## src/rtl/idct_depermute.sv

```systemverilog
// ---------------------------------------------------------------------------
// idct_depermute
// Input stage of the inverse 1-D DCT-II. Collects one natural-order row of
// N = 4/8/16/32 signed coefficients over a valid/ready stream, then presents
// the row split into the even/odd butterfly groups y2e, y2o, y4o, y8o, y16o.
//
// Ports
//   clk, rst             clock, asynchronous active-high reset
//   in_valid/in_ready    input beat handshake, BEAT coefficients per beat
//   in_coef              lane i = coefficient beat*BEAT+i
//   in_n                 size code (0:4 1:8 2:16 3:32), sampled on first beat
//   out_valid/out_ready  grouped-row handshake
//   out_n                size code of the presented row
//   y2e,y2o,y4o,y8o,y16o grouped coefficients, element j at [W*j +: W]
// ---------------------------------------------------------------------------
module idct_depermute #(
  parameter int unsigned BEAT = 4,
  parameter int unsigned W    = 16
) (
  input  logic              clk,
  input  logic              rst,
  input  logic              in_valid,
  output logic              in_ready,
  input  logic [W*BEAT-1:0] in_coef,
  input  logic [1:0]        in_n,
  output logic              out_valid,
  input  logic              out_ready,
  output logic [1:0]        out_n,
  output logic [2*W-1:0]    y2e,
  output logic [2*W-1:0]    y2o,
  output logic [4*W-1:0]    y4o,
  output logic [8*W-1:0]    y8o,
  output logic [16*W-1:0]   y16o
);

  localparam int unsigned DEPTH   = 32;
  localparam int unsigned AW      = 5;
  localparam int unsigned BEAT_SH = $clog2(BEAT);

  typedef enum logic {FILL, EMIT} state_t;

  state_t         state;
  logic [AW-1:0]  cnt;
  logic [1:0]     row_n;
  logic [W-1:0]   buf_q [DEPTH];

  logic           accept_c;
  logic [1:0]     cur_n_c;
  logic [AW-1:0]  last_c;

  // The first beat uses the incoming size code, later beats the latched one.
  always_comb begin
    accept_c = in_valid & in_ready;
    cur_n_c  = (cnt == '0) ? in_n : row_n;
    last_c   = AW'((32'd4 << cur_n_c) >> BEAT_SH) - AW'(1);
  end

  // Row FSM: FILL accepts beats, EMIT presents the grouped row.
  always_ff @(posedge clk or posedge rst) begin
    if (rst) begin
      state     <= FILL;
      cnt       <= '0;
      row_n     <= '0;
      in_ready  <= 1'b1;
      out_valid <= 1'b0;
    end else begin
      case (state)
        FILL: begin
          if (accept_c) begin
            if (cnt == '0) begin
              row_n <= in_n;
            end
            if (cnt == last_c) begin
              cnt       <= '0;
              state     <= EMIT;
              in_ready  <= 1'b0;
              out_valid <= 1'b1;
            end else begin
              cnt <= cnt + AW'(1);
            end
          end
        end
        EMIT: begin
          if (out_ready) begin
            state     <= FILL;
            in_ready  <= 1'b1;
            out_valid <= 1'b0;
          end
        end
        default: begin
          state     <= FILL;
          in_ready  <= 1'b1;
          out_valid <= 1'b0;
        end
      endcase
    end
  end

  // Coefficient buffer; beat b lane i lands in entry b*BEAT+i.
  always_ff @(posedge clk or posedge rst) begin
    if (rst) begin
      for (int k = 0; k < int'(DEPTH); k++) begin
        buf_q[k] <= '0;
      end
    end else if (accept_c) begin
      for (int i = 0; i < int'(BEAT); i++) begin
        buf_q[AW'(32'(cnt) * BEAT + 32'(i))] <= in_coef[W*i +: W];
      end
    end
  end

  assign out_n = row_n;

  logic [W-1:0] g2e  [2];
  logic [W-1:0] g2o  [2];
  logic [W-1:0] g4o  [4];
  logic [W-1:0] g8o  [8];
  logic [W-1:0] g16o [16];

  // Even/odd routing; groups beyond the row size stay zero regardless of
  // whatever an earlier, longer row left in the buffer.
  always_comb begin
    for (int j = 0; j < 2; j++) begin
      g2e[j] = '0;
      g2o[j] = '0;
    end
    for (int j = 0; j < 4; j++) begin
      g4o[j] = '0;
    end
    for (int j = 0; j < 8; j++) begin
      g8o[j] = '0;
    end
    for (int j = 0; j < 16; j++) begin
      g16o[j] = '0;
    end
    case (row_n)
      2'd0: begin
        for (int j = 0; j < 2; j++) begin
          g2e[j] = buf_q[AW'(2 * j)];
          g2o[j] = buf_q[AW'(1 + 2 * j)];
        end
      end
      2'd1: begin
        for (int j = 0; j < 2; j++) begin
          g2e[j] = buf_q[AW'(4 * j)];
          g2o[j] = buf_q[AW'(2 + 4 * j)];
        end
        for (int j = 0; j < 4; j++) begin
          g4o[j] = buf_q[AW'(1 + 2 * j)];
        end
      end
      2'd2: begin
        for (int j = 0; j < 2; j++) begin
          g2e[j] = buf_q[AW'(8 * j)];
          g2o[j] = buf_q[AW'(4 + 8 * j)];
        end
        for (int j = 0; j < 4; j++) begin
          g4o[j] = buf_q[AW'(2 + 4 * j)];
        end
        for (int j = 0; j < 8; j++) begin
          g8o[j] = buf_q[AW'(1 + 2 * j)];
        end
      end
      default: begin
        for (int j = 0; j < 2; j++) begin
          g2e[j] = buf_q[AW'(16 * j)];
          g2o[j] = buf_q[AW'(8 + 16 * j)];
        end
        for (int j = 0; j < 4; j++) begin
          g4o[j] = buf_q[AW'(4 + 8 * j)];
        end
        for (int j = 0; j < 8; j++) begin
          g8o[j] = buf_q[AW'(2 + 4 * j)];
        end
        for (int j = 0; j < 16; j++) begin
          g16o[j] = buf_q[AW'(1 + 2 * j)];
        end
      end
    endcase
  end

  // Lane packing of the groups onto the flat output buses.
  for (genvar g = 0; g < 2; g++) begin : g_pack2
    assign y2e[W*g +: W] = g2e[g];
    assign y2o[W*g +: W] = g2o[g];
  end
  for (genvar g = 0; g < 4; g++) begin : g_pack4
    assign y4o[W*g +: W] = g4o[g];
  end
  for (genvar g = 0; g < 8; g++) begin : g_pack8
    assign y8o[W*g +: W] = g8o[g];
  end
  for (genvar g = 0; g < 16; g++) begin : g_pack16
    assign y16o[W*g +: W] = g16o[g];
  end

endmodule

```

## config.mk

```make
export PLATFORM = sky130hd
export DESIGN_NAME = idct_depermute
export DESIGN_NICKNAME = d
export VERILOG_FILES = /design/src/rtl/idct_depermute.sv
export SDC_FILE = /design/constraint.sdc
export NUM_CORES = 1
export LEC_CHECK = 0
export CORE_AREA = 3 3 228 230
export CTS_CLUSTER_SIZE = 30
export DETAILED_ROUTE_END_ITERATION = 16
export DIE_AREA = 0 0 231 233
export PLACE_DENSITY = 0.71
export SYNTH_ARGS = -nofsm -noshare
export SYNTH_HDL_FRONTEND = slang
export SYNTH_SLANG_ARGS = --single-unit
```

## constraint.sdc

```tcl
create_clock -name clk -period 9.5 [get_ports clk]
set_input_delay 0.95 -clock clk [delete_from_list [all_inputs] [get_ports clk]]
set_output_delay 0.95 -clock clk [all_outputs]
set_load 0.03 [all_outputs]
```

==> flow_summary_export.csv <==
group,metric,value,unit
power,combPwrFrac,0.414,
route,dr_total_vias,12726,
route,wire_per_inst,24.6,um
synth,synth.top_cell.area_share,0.421,
grt,track_usage,0.220,
power,p_per_area,279,nW/um2
power,p_switching,2.52,mW
timing,rsz0062_at_grt,"no",
route,routed_wl,62.2,mm
power,power_frac_clock,0.214,
route,dr.first_iter.drc_count,1152,
timing,finalWorstSetupSlack,4140,ps
synth,yosysWarnings,0,
placed_design,port_buffers,457,
power,netSwitchingFraction,0.425,
worst_setup_path,r2r_cells,3,
timing,layout_min_cycle_time,5360,ps
synth,ys_top_cells_by_area,"dfrtp_1 42%, mux2_4 11%, mux2_2 8.9%, and2_1 7.7%, buf_4 7.0%",
worst_setup_path,crit_path_start_kind,"flip-flop",
cts,htree_num_levels,1,
cts,clock_path_buffers,3,
worst_setup_path,crit_start,"out_n[0]",
cts,cts_made_buffers,31,
power,irDropWorstVdd,236,uV
worst_setup_path,criticalPathCategory,"reg2out",
worst_setup_path,reg2reg_setup_slack,6780,ps
synth,ys_seq_elements,266,
route,detail-route-antenna-nets,0,
hold_path,worst_hold_path_type,"reg2reg",
die,die_area,53800,um2
layout,final_layout_size_suffix_gt1_frac,0.177,
grt,grt_max_degree,253,
hold_path,holdCritStartpoint,"out_valid",
die,die-height,233,um
power,seq_power_share,0.372,
cts,insertion_delay,580,ps
worst_setup_path,required,8550,ps
worst_setup_path,worstReg2RegStart,"cnt[2]",
synth,netlist_instances,1459,
grt,grt_busiest_layer,"met2",
hold_path,holdPathStages,1,
timing,finClkSkew,24.9,ps
synth,syn_avg_cell_area,10.8,um2
timing,setup_violations,0,
timing,finalHoldViolations,0,
timing,fmax,187,MHz
placed_design,gp_congestion,0.882,
route,drcViolationCount,0,
grt,grt_use_met1,0.272,
grt,grt_first_pass_wirelength,87.8,mm
power,power.internal,3.40,mW
die,rows,82,
die,die_x,231,um
synth,ys_types,43,
timing,worstMarginPinSlew,1260,ps
worst_setup_path,r2r-end,"buf_q[341]",
placed_design,dpl.hpwl,45.3,mm
power,p_leak,9.32,nW
synth,syn_area,15700,um2
timing,relSlewSlack,0.159,
cts,cts_resized,0,
grt,use_met2,0.386,
timing,finalCritPeriodShare,0.564,
layout,area_delta_synth_final,34.7,%
synth,synth_top_area_cell,"dfrtp_1",
route,drt_first_pass_iters,8,
route,via_per_inst,5.03,
grt,use_met3,0.0397,
die,ios,586,
cts,post-cts-setup-buffers,0,
placed_design,place_ws,4670,ps
cts,clk_pin_slew,60,ps
worst_setup_path,worstSetupEndpointType,"output port",
synth,ys_seq_area_frac,0.423,
timing,tns,0,ps
grt,antenna_found_initial,2,
job,max-cap-violations,0,
cts,clock_sinks,266,
grt,overflow,0,
timing,maxSlewViolCount,0,
cts,hold_buffers,0,
layout,nets,1910,
cts,clock-root-buffer,"clkbuf_16",
hold_path,hold_end,"out_valid",
grt,grt_pass1_vias,12384,
worst_setup_path,cp_max_fo,103,
die,initial_core_util,0.314,
worst_setup_path,worst_ep_arrival_time,4410,ps
cts,cts_tree,"yes",
die,core_area,50100,um2
run_status,status,"finished clean",
[power groups by stage]
stage                     combinational, mW  sequential, mW  clock [mW]
final                                  2.45            2.20        1.27
after global routing                   2.58            2.26        1.35
after CTS                              2.45            2.21        1.31
after detailed placement               2.44            2.22           0
after global placement                 2.41            2.20           0
after floorplan                        1.69            1.88           0
[cell families (layout without fill, tap and decap cells)]
| logic type | after synthesis | in the layout | synth area share |
|---|---|---|---|
| AO/OA/AOI/OAI | 235 | 235 | 0.104 |
| buffers and inverters | 278 | 550 | 0.112 |
| other | 1 | 130 | 0.000238 |
| multiplexers | 276 | 276 | 0.225 |
| adder cells (fa/ha/maj) | 6 | 6 | 0.00477 |
| AND/OR/NAND/NOR | 396 | 396 | 0.130 |
| flip-flops | 266 | 266 | 0.423 |
| XOR/XNOR | 1 | 1 | 0.000556 |
[cell usage in the layout (no fill, tap or decap), types with 2 or more instances in the layout]
master	instances
mux2_2	125
mux2_4	120
nor2b_4	2
clkdlybuf4s50_1	457
clkbuf_8	7
buf_4	13
nand2_1	142
clkbuf_1	3
bufinv_16	4
o21ai_0	85
nand4_1	2
mux2_1	13
a222oi_1	32
conb_1	128
and2_1	194
clkinv_2	9
ha_1	3
clkbuf_16	31
nand3_1	4
clkinvlp_4	2
nor3_1	2
ha_4	2
a21oi_1	18
inv_1	19
diode_2	2
mux2i_1	18
or4_4	2
a22oi_1	48
a22o_1	46
nor2_1	43
dfrtp_1	265
[worst max-delay path by stage]
| stage | end | slack (ps) | depth (start not counted) |
|---|---|---|---|
| 2_1_floorplan | buf_q[256] | 1230 | 1 |
| 3_3_place_gp | y8o[54] | 4880 | 6 |
| 3_5_place_dp | y8o[42] | 4670 | 6 |
| 4_1_cts | y8o[42] | 4030 | 6 |
| 5_1_grt | y8o[42] | 3840 | 6 |
| 6_report | y8o[42] | 4140 | 6 |
[through the flow]
step                      power, mW   util  area (um2)  hold WS [ps]  instances
final                          5.92  0.424       21200           481       2532
after floorplan                3.57      -       16200           459       1586
after global routing           6.19  0.424       21200           505       2530
after global placement         4.60  0.402       20100           462       2473
after detailed placement       4.66  0.402       20100           473       2473
after CTS                      5.97  0.424       21200           487       2530
[synth_stat cells, drive strengths merged]
cell type / count
conb: 1
nand4: 2
and2: 194
a21o: 1
o21ai: 86
or3b: 1
a21oi: 18
o211ai: 1
o22ai: 1
nand3: 4
mux2i: 18
clkbuf: 77
nand3b: 1
dfstp: 1
a22oi: 48
inv: 22
ha: 6
nor4: 1
buf: 179
mux2: 258
o2111ai: 1
xnor2: 1
dfrtp: 265
a222oi: 32
nand2: 142
a22o: 46
nor4b: 1
or4: 2
nor3: 3
nor2: 43
nor2b: 2
a211oi: 1
[critical path, stage by stage, from the launching register on]
cell and delay (ps):
dfrtp_1 500, inv_1 170, ha_4 920, buf_4 820, nand2_1 110, o21ai_0 380
clkdlybuf4s50_1 770
[metal layers]
layer	wire (um)	up-vias
met5	0	-
met4	2420	0
met3	4180	124
met2	31000	660
met1	24700	6405
li1	-	5537
[final cells by class]
class	count	area, um2
clock inverter	16	200
tap	672	841
sequential	266	6660
timing repair buffer	471	4690
multi-input combinational	1042	7840
antenna	2	5.00
clock buffer	41	883
inverter	22	92.6
fill	4701	28900
[state kept, by name, summed over array words and instances, names as in the netlist]
register / flops
out_valid: 1
in_ready: 1
buf_q: 256
out_n: 2
state: 1
cnt: 5
No activity file was read; power rests on OpenSTA's default activity.
